$ cat config.mk
export PLATFORM = sky130hd
export DESIGN_NAME = data_mem_responder
export DESIGN_NICKNAME = d
export VERILOG_FILES = /design/src/rtl/data_mem_responder.sv
export SDC_FILE = /design/constraint.sdc
export NUM_CORES = 2
export LEC_CHECK = 0
export BUFFER_PORTS_ARGS = -buffer_cell sky130_fd_sc_hd__buf_4
export CAP_MARGIN = 10
export CORE_MARGIN = 3
export CORE_UTILIZATION = 55
export CTS_BUF_LIST = sky130_fd_sc_hd__clkbuf_16
export DETAILED_ROUTE_END_ITERATION = 8
export GPL_TIMING_DRIVEN = 0
export PLACE_DENSITY = 0.74
export SLEW_MARGIN = 5
export SYNTH_ARGS = -nofsm -noshare
export SYNTH_HDL_FRONTEND = slang
export SYNTH_SLANG_ARGS = --single-unit
$ cat constraint.sdc
create_clock -name clock -period 2.4 [get_ports clock]
set_input_delay 0 -clock clock [delete_from_list [all_inputs] [get_ports clock]]
set_output_delay 0 -clock clock [all_outputs]
set_load 0.03 [all_outputs]
$ cat src/rtl/data_mem_responder.sv
// Data-memory responder for the MIPS datapath: word load/store with a fixed number of
// wait states, a stall back to the core, misaligned-access error, and a debug read port.
module data_mem_responder #(
    parameter int DEPTH_LOG2  = 6,
    parameter int WAIT_CYCLES = 2
) (
    input  logic        clock,
    input  logic        reset,
    input  logic        req,
    input  logic        mem_write,
    input  logic [31:0] addr,
    input  logic [31:0] wd,
    output logic [31:0] rd,
    output logic        ready,
    output logic        stall,
    output logic        err,
    input  logic [4:0]  disp_sel,
    output logic [31:0] disp_dat
);

    localparam int         DEPTH     = 1 << DEPTH_LOG2;
    localparam logic [3:0] WAIT_INIT = (WAIT_CYCLES > 0) ? 4'(WAIT_CYCLES - 1) : 4'd0;

    typedef enum logic [1:0] {
        S_IDLE = 2'd0,
        S_WAIT = 2'd1,
        S_RESP = 2'd2
    } state_t;

    state_t                  state_q, state_d;
    logic [3:0]              cnt_q, cnt_d;
    logic                    wr_q, wr_d;
    logic                    mis_q, mis_d;
    logic [DEPTH_LOG2-1:0]   idx_q, idx_d;
    logic [31:0]             wd_q, wd_d;
    logic [31:0]             rd_q, rd_d;
    logic                    ready_q, ready_d;
    logic                    err_q, err_d;
    logic [31:0]             mem_q [DEPTH];
    logic                    enter_resp_s;
    logic [DEPTH_LOG2-1:0]   disp_idx_s;
    logic                    unused_addr_s;

    // Next-state logic; the access is latched in IDLE so a zero-wait response can use it directly.
    always_comb begin
        state_d      = state_q;
        cnt_d        = cnt_q;
        wr_d         = wr_q;
        mis_d        = mis_q;
        idx_d        = idx_q;
        wd_d         = wd_q;
        rd_d         = rd_q;
        ready_d      = 1'b0;
        err_d        = 1'b0;
        enter_resp_s = 1'b0;
        case (state_q)
            S_IDLE: begin
                if (req) begin
                    wr_d  = mem_write;
                    mis_d = (addr[1:0] != 2'd0);
                    idx_d = addr[DEPTH_LOG2+1:2];
                    wd_d  = wd;
                    if (WAIT_CYCLES == 0) begin
                        state_d      = S_RESP;
                        enter_resp_s = 1'b1;
                    end else begin
                        state_d = S_WAIT;
                        cnt_d   = WAIT_INIT;
                    end
                end else begin
                    state_d = S_IDLE;
                end
            end
            S_WAIT: begin
                if (cnt_q == 4'd0) begin
                    state_d      = S_RESP;
                    enter_resp_s = 1'b1;
                end else begin
                    cnt_d = cnt_q - 4'd1;
                end
            end
            S_RESP:  state_d = S_IDLE;
            default: state_d = S_IDLE;
        endcase

        // Response flags and load data are registered on the edge into RESP.
        if (enter_resp_s) begin
            ready_d = 1'b1;
            err_d   = mis_d;
            if (!wr_d && !mis_d) begin
                rd_d = mem_q[idx_d];
            end else begin
                rd_d = rd_q;
            end
        end else begin
            ready_d = 1'b0;
        end
    end

    // Control and response registers.
    always_ff @(posedge clock) begin
        if (reset) begin
            state_q <= S_IDLE;
            cnt_q   <= 4'd0;
            wr_q    <= 1'b0;
            mis_q   <= 1'b0;
            idx_q   <= '0;
            wd_q    <= 32'd0;
            rd_q    <= 32'd0;
            ready_q <= 1'b0;
            err_q   <= 1'b0;
        end else begin
            state_q <= state_d;
            cnt_q   <= cnt_d;
            wr_q    <= wr_d;
            mis_q   <= mis_d;
            idx_q   <= idx_d;
            wd_q    <= wd_d;
            rd_q    <= rd_d;
            ready_q <= ready_d;
            err_q   <= err_d;
        end
    end

    // Storage array: cleared by reset, written at the end of an aligned store's RESP cycle.
    always_ff @(posedge clock) begin
        if (reset) begin
            for (int i = 0; i < DEPTH; i++) begin
                mem_q[i] <= 32'd0;
            end
        end else if (state_q == S_RESP && wr_q && !mis_q) begin
            mem_q[idx_q] <= wd_q;
        end
    end

    assign disp_idx_s    = DEPTH_LOG2'(disp_sel);
    assign disp_dat      = mem_q[disp_idx_s];
    assign unused_addr_s = ^addr[31:DEPTH_LOG2+2];

    assign stall = ((state_q != S_IDLE) && (state_q != S_RESP)) || ((state_q == S_IDLE) && req);
    assign rd    = rd_q;
    assign ready = ready_q;
    assign err   = err_q;

endmodule

* Yosys cells after proc, flatten, opt, wreduce, memory -nomap -nowiden
Memories as Yosys holds them, arrays and structs flattened. A register that Yosys moved wholly into a read port is not among the register bits.
Cells that the tools add are included.
** Storage, ports and cells
- Bits of input ports :: 73
- Memories :: 1
- RAM bits :: 2048
- Register bits after elaboration :: 48
- Output and inout port bits :: 67
- Bits in read-only memories :: 0
- Latch bits :: 0
- Word-level logic and storage cells :: 59
** Cells by class
- Order comparisons :: 0
- Bitwise logic cells :: 1
- Add/subtract/negate cells :: 1
- Shifts and indexed selects :: 0
- $mul :: 0
- Div/mod/pow operators :: 0
- Equality and inequality tests :: 6
- Reduce and logical (&&, ||, !) cells :: 19
- Mux-type cells :: 23
** Memories
- mem_q :: words 64, width 32, read ports 2, clocked after memory_dff 1, wr ports 64, RTL line 39 : logic [31:0] mem_q [DEPTH];
** Operator list (count)
- $mux W32 :: 1
- $reduce_or A32 Y1 :: 1
- $mux W6 :: 3
- $mux W1 :: 14
- $mux W4 :: 2
- $ne A2 B2 Y1 const B :: 4
- $pmux W4 S2 :: 1
- $reduce_bool A2 Y1 :: 3
- $logic_and A1 B1 Y1 :: 5
- $logic_not A4 Y1 :: 1
- $pmux W2 S2 :: 1
- $reduce_and A2 Y1 :: 2
- $sub A4 B1 Y4 const B :: 1
- $logic_not A1 Y1 :: 3
- $reduce_and A3 Y1 :: 1
- $eq A2 B1 Y1 const B :: 1
- $eq A2 B2 Y1 const B :: 1
- $logic_not A2 Y1 :: 1
- $mux W2 :: 1
- $reduce_or A2 Y1 :: 1
- $logic_or A1 B1 Y1 :: 1
- $not A1 Y1 :: 1

* Longest topological paths before layout
- Depth in word-level cells :: 8
- Gate-level depth with buffers :: 13
- Gate-level depth less buffers :: 9

* Least setup slack after synthesis
OpenSTA, ideal clock, no wires.
- Path type :: flip-flop to flip-flop
- Start :: register cnt_q[0]
- End :: register rd_q[14], in the netlist rd[14], read port of mem_q
- Data arrival time :: 2.549 ns
- Period minus slack after synthesis :: 2.665 ns
- Stages on the path, launching flop included :: 12
- Path buffers :: 2
- Slack :: -0.265 ns
- Library setup time :: 0.116 ns
- Required time :: 2.284 ns
- Path through :: dfxtp_1 -> inv_1 -> ha_1 -> or3b_2 -> nor3_2 -> and2_1 -> buf_2 -> o21ai_1 -> clkbuf_1 -> or4_1 -> a221o_1 -> o211a_1
** Between the ends
- Cells in the longest elaborated chain, start to end :: 4
** Ends and longest elaborated chain
- from (decl) :: RTL line 31 : logic [3:0] cnt_q, cnt_d;
- from (signal assigned) :: RTL line 114 : cnt_q <= cnt_d;
- $logic_not A4 Y1 :: RTL line 75 : if (cnt_q == 4'd0) begin
- $mux W1 :: RTL line 75
- $mux W1 :: RTL line 56 : case (state_q)
- $reduce_and A2 Y1 (no source line)
- to (decl) :: RTL line 36 : logic [31:0] rd_q, rd_d;
Every way passes these cells.
A chain may end at the register's enable or synchronous reset.

* Worst setup path after layout
- Start :: register state_q[0]
- End :: register rd_q[8], in the netlist rd[8], read port of mem_q
** Between the ends
- Cells in the longest elaborated chain, start to end :: 5
- Elaborated cells on any way between the ends :: 10
- Classes of those cells :: eq/ne: 1; mux: 4; reduce/logical: 5
** Ends and longest elaborated chain
- from (decl) :: RTL line 30 : state_t state_q, state_d;
- from (signal assigned) :: RTL line 113 : state_q <= state_d;
- $logic_not A2 Y1 :: RTL line 56
- $mux W1 :: RTL line 56
- $logic_not A1 Y1 :: RTL line 90 : if (!wr_d && !mis_d) begin
- $logic_and A1 B1 Y1 :: RTL line 90
- $reduce_and A2 Y1 (no source line)
Parallel ways exist; a longest one is shown, timed or not.

==> flow_metrics.py <==
metrics = {
    "outcome": {
        "status": "finished with violations",
        "violations": "DRC, capacitance limit, slew limit, setup timing",
    },
    "place": {
        "placedCellCount": 10900,
        "hpwl_um": 313000,
        "dp_slack_ns": -3.00,
        "routabilityCongestion": 1.05,
        "portBuffers": 109,
    },
    "critical_path": {
        "reg2reg_slack_ns": -1.12,
        "worstSetupEndpoint": "rd[8]",
        "crit_family": "compound AO/OA/AOI/OAI gates",
        "r2r_end": "rd[8]",
        "reg2reg_from": "state_q[0]",
        "cp.arrival_ns": 4.36,
        "slowest_delay_ns": 0.82,
        "end_kind": "flop",
        "setup.worst_path.start_class": "flop",
        "path_class": "flop to flop",
        "worstPathRequired_ns": 3.24,
        "cp_slowest_cell": "a22oi_2",
        "critPathLaunch": "state_q[0]",
        "cp.depth": 10,
        "cp.buffers_inverters": 4,
        "worstRegToRegCells": 10,
        "cp_cell_sequence": "nor3b_4, buf_6, buf_4, nand3b_1, nand2_4, buf_6, clkbuf_8, a32oi_4, a22oi_2, o211a_1",
        "crit_path_frequent_cell": "buf_6",
        "path_max_fanout": 10,
    },
    "power": {
        "totalPowerFinal_mw": 93.6,
        "p_leak_nw": 46.6,
        "irDropWorstVdd_v": 0.000859,
        "p_per_area_nw_per_um2": 742,
    },
    "cells_and_area": {
        "stdcell_count": 11700,
        "drive_gt1_share_pct": 20.2,
        "syn2layout_area_growth_pct": 19.6,
        "fin_nets": 8971,
    },
    "route": {
        "route.detailed.drc": 4,
        "ant_nets": 0,
        "firstDrtPassIters": 9,
        "drt-vias-per-instance": 6.87,
        "finalWirelength_um": 452000,
        "wl_per_cell_um": 38.7,
        "vias": 80100,
        "drt-initial-drc-count": 15100,
    },
    "die": {
        "die_y_um": 444,
        "ioPinCount": 140,
        "core-area_um2": 190000,
        "die_x_um": 444,
        "row_count": 160,
        "die_area_um2": 197000,
        "start_util_pct": 55.4,
    },
    "synthesis": {
        "async_flop_share_pct": 0,
        "yosysTopAreaCellShare_pct": 58.3,
        "syn_nets": 8363,
        "syn_inst": 8288,
        "synth-edff-count": 2048,
        "seq_area_frac_synth_pct": 59.8,
        "yosys_warnings": 0,
        "synth_cell_types": 58,
        "synthFlopType": "edfxtp_1",
        "avgSynthCellArea_um2": 12.7,
        "yosys-top-cells-area": "edfxtp_1 (58%), and2_1 (12%), mux4_2 (7.0%)",
        "yosys.area.top_type": "edfxtp_1",
        "synth-seq-cells": 2128,
        "syn_area_um2": 105000,
    },
    "timing": {
        "max-slew-margin-rel_pct": -12.0,
        "finalCritPeriodShare_pct": 147,
        "final_max_slew_viol_count": 59,
        "period_minus_slack_ns": 3.52,
        "worst_pin_slew_ns": 1.68,
        "finalHoldViolCount": 0,
        "rsz0062_at_grt": "true",
        "fin_hold_ws_ns": 0.102,
        "setup_viol_count_final": 4025,
        "fin_skew_ns": 0.0348,
        "fmax_mhz": 284,
        "fin_tns_setup_ns": -1893.43,
        "fin_ws_ns": -1.12,
    },
    "clocking": {
        "cts_root_buffer": "clkbuf_16",
        "insertion_delay_ns": 0.91,
        "clockBufferDepth": 3,
        "cts_tree": "built",
        "htree_levels": 4,
        "cts_buffers": 218,
        "numClockSinks": 2128,
        "path_clk_slew_ns": 0.06,
    },
    "worst_hold_path": {
        "hold_path.class": "input port to flop",
    },
    "grt": {
        "antenna_found_initial": 57,
        "grt_pass1_vias": 73400,
        "grt.overflow.total": 0,
        "track_usage_pct": 44.0,
        "grt_max_degree": 33,
        "grt_first_pass_wirelength_um": 593000,
    },
    "run": {
        "drv_cap": 5,
    },
}
[layout make-up]
class,count,area (um^2)
Antenna cell,71,178
Buffer,822,5530
Clock buffer,219,5480
Clock inverter,186,1480
Fill cell,13500,64300
Inverter,3,13.8
Multi-Input combinational cell,5366,43300
Sequential cell,2128,63100
Tap cell,2511,3140
Timing Repair Buffer,357,3890
[cells by family (layout without fill, tap and decap cells)]
logic type,Yosys count,in the layout,share of synthesized area [%]
simple gates,3603,3640,18.6
flops,2128,2128,59.8
mux,1062,1062,14.0
buf+inv,831,1587,3.31
compound gates,660,660,4.26
fa+ha+maj,2,2,0.0237
xor+xnor,2,2,0.0166
other cells,0,71,0
[where the power goes]
group          leakage [nW]  internal (mW)  switching (mW)  total (mW)
combinational          21.2           5.33            11.4        16.7
clock                  3.61           18.8            15.5        34.3
sequential             21.8           41.9           0.680        42.6
[state kept, by name, summed over array words and instances, names as in the netlist]
| register | count |
|---|---|
| mem_q | 2048 |
| wr_q | 1 |
| ready | 1 |
| err | 1 |
| state_q | 2 |
| wd_q | 32 |
| cnt_q | 4 |
| rd | 32 |
| mis_q | 1 |
| idx_q | 6 |
[cell usage after synthesis (3+ instances only)]
cell type  number
a2111oi_1      13
a211oi_1       34
a21oi_1       259
a221o_1        16
a22o_1         30
a22oi_1        18
a311oi_1       47
a32oi_1        93
and2_1       2049
buf_1          53
buf_2         144
buf_4          16
buf_6          18
clkbuf_1      597
dfxtp_1        80
edfxtp_1     2048
inv_1           3
mux2_2         35
mux2i_1       698
mux4_2        326
nand2_1       975
nand2b_1        8
nand3_1       229
nand3b_1        6
nor2_1        114
nor2b_1        35
nor3_1          7
nor4_1         80
o211a_1        16
o22ai_1       125
or2_2          65
or4_1          16
[placed cells by master, fill, tap and decap left out, types with 29 or more instances in the layout]
master            n
a211oi_1         34
a21oi_1         252
a32oi_1          30
a32oi_4          37
and2_1         2049
buf_12           74
buf_16           31
buf_2            38
buf_4           241
buf_6           100
clkbuf_1        438
clkbuf_16       230
clkbuf_2         79
clkbuf_4         40
clkinv_1         56
clkinv_2         32
dfxtp_1          75
diode_2          71
dlygate4sd3_1    73
edfxtp_1       2048
inv_1            57
mux2_2           30
mux2i_1         620
mux2i_2          38
mux2i_4          42
mux4_2          326
nand2_1         961
nand3_1         224
nor2_1           81
nor2_4           29
nor2b_1          34
nor4_4           35
o22ai_1          75
o22ai_2          33
or2_4            88
[worst min path at each step]
| stage | slack (ns) | startpoint | cells past startpoint | end |
|---|---|---|---|---|
| finish | 0.10 | wd[0] | 4 | wd_q[0] |
| global route | 0.09 | wd[0] | 4 | wd_q[0] |
| CTS | 0.002 | wd[0] | 4 | wd_q[0] |
| detailed placement | 0.27 | wd[28] | 3 | wd_q[28] |
| global placement | 0.26 | wd[28] | 3 | wd_q[28] |
| floorplan | 0.14 | mem_write | 2 | wr_q |
[metal layers]
metal	up-vias	GRT usage, %	routed length, um
li1	31300	-	-
met1	39700	54.5	150000
met2	7361	59.1	182000
met3	1642	23.2	80800
met4	43	30.1	38300
met5	-	1.25	819
[timing repair]
item	in CTS	in global routing
hold endpoints to repair	36	0
pin swaps	56	116
buffers inserted	50	95
hold buffers	73	0
cloned	4	41
setup endpoints to repair	4165	4103
resized for setup	883	547
[stage by stage]
| stage | cell area, um^2 | utilization, % |
|---|---|---|
| 3_5_place_dp | 110000 | 57.9 |
| 6_report | 126000 | 66.2 |
| 3_3_place_gp | 110000 | 57.6 |
| 2_1_floorplan | 106000 | - |
| 4_1_cts | 122000 | 64.2 |
| 5_1_grt | 126000 | 66.2 |
[tightest hold or removal path, cell delays in order]
cell and delay [ns]:
dlygate4sd3_1 0.55, buf_4 0.11, nand2_1 0.13, a21oi_1 0.16
(Power assumes the default switching activity.)
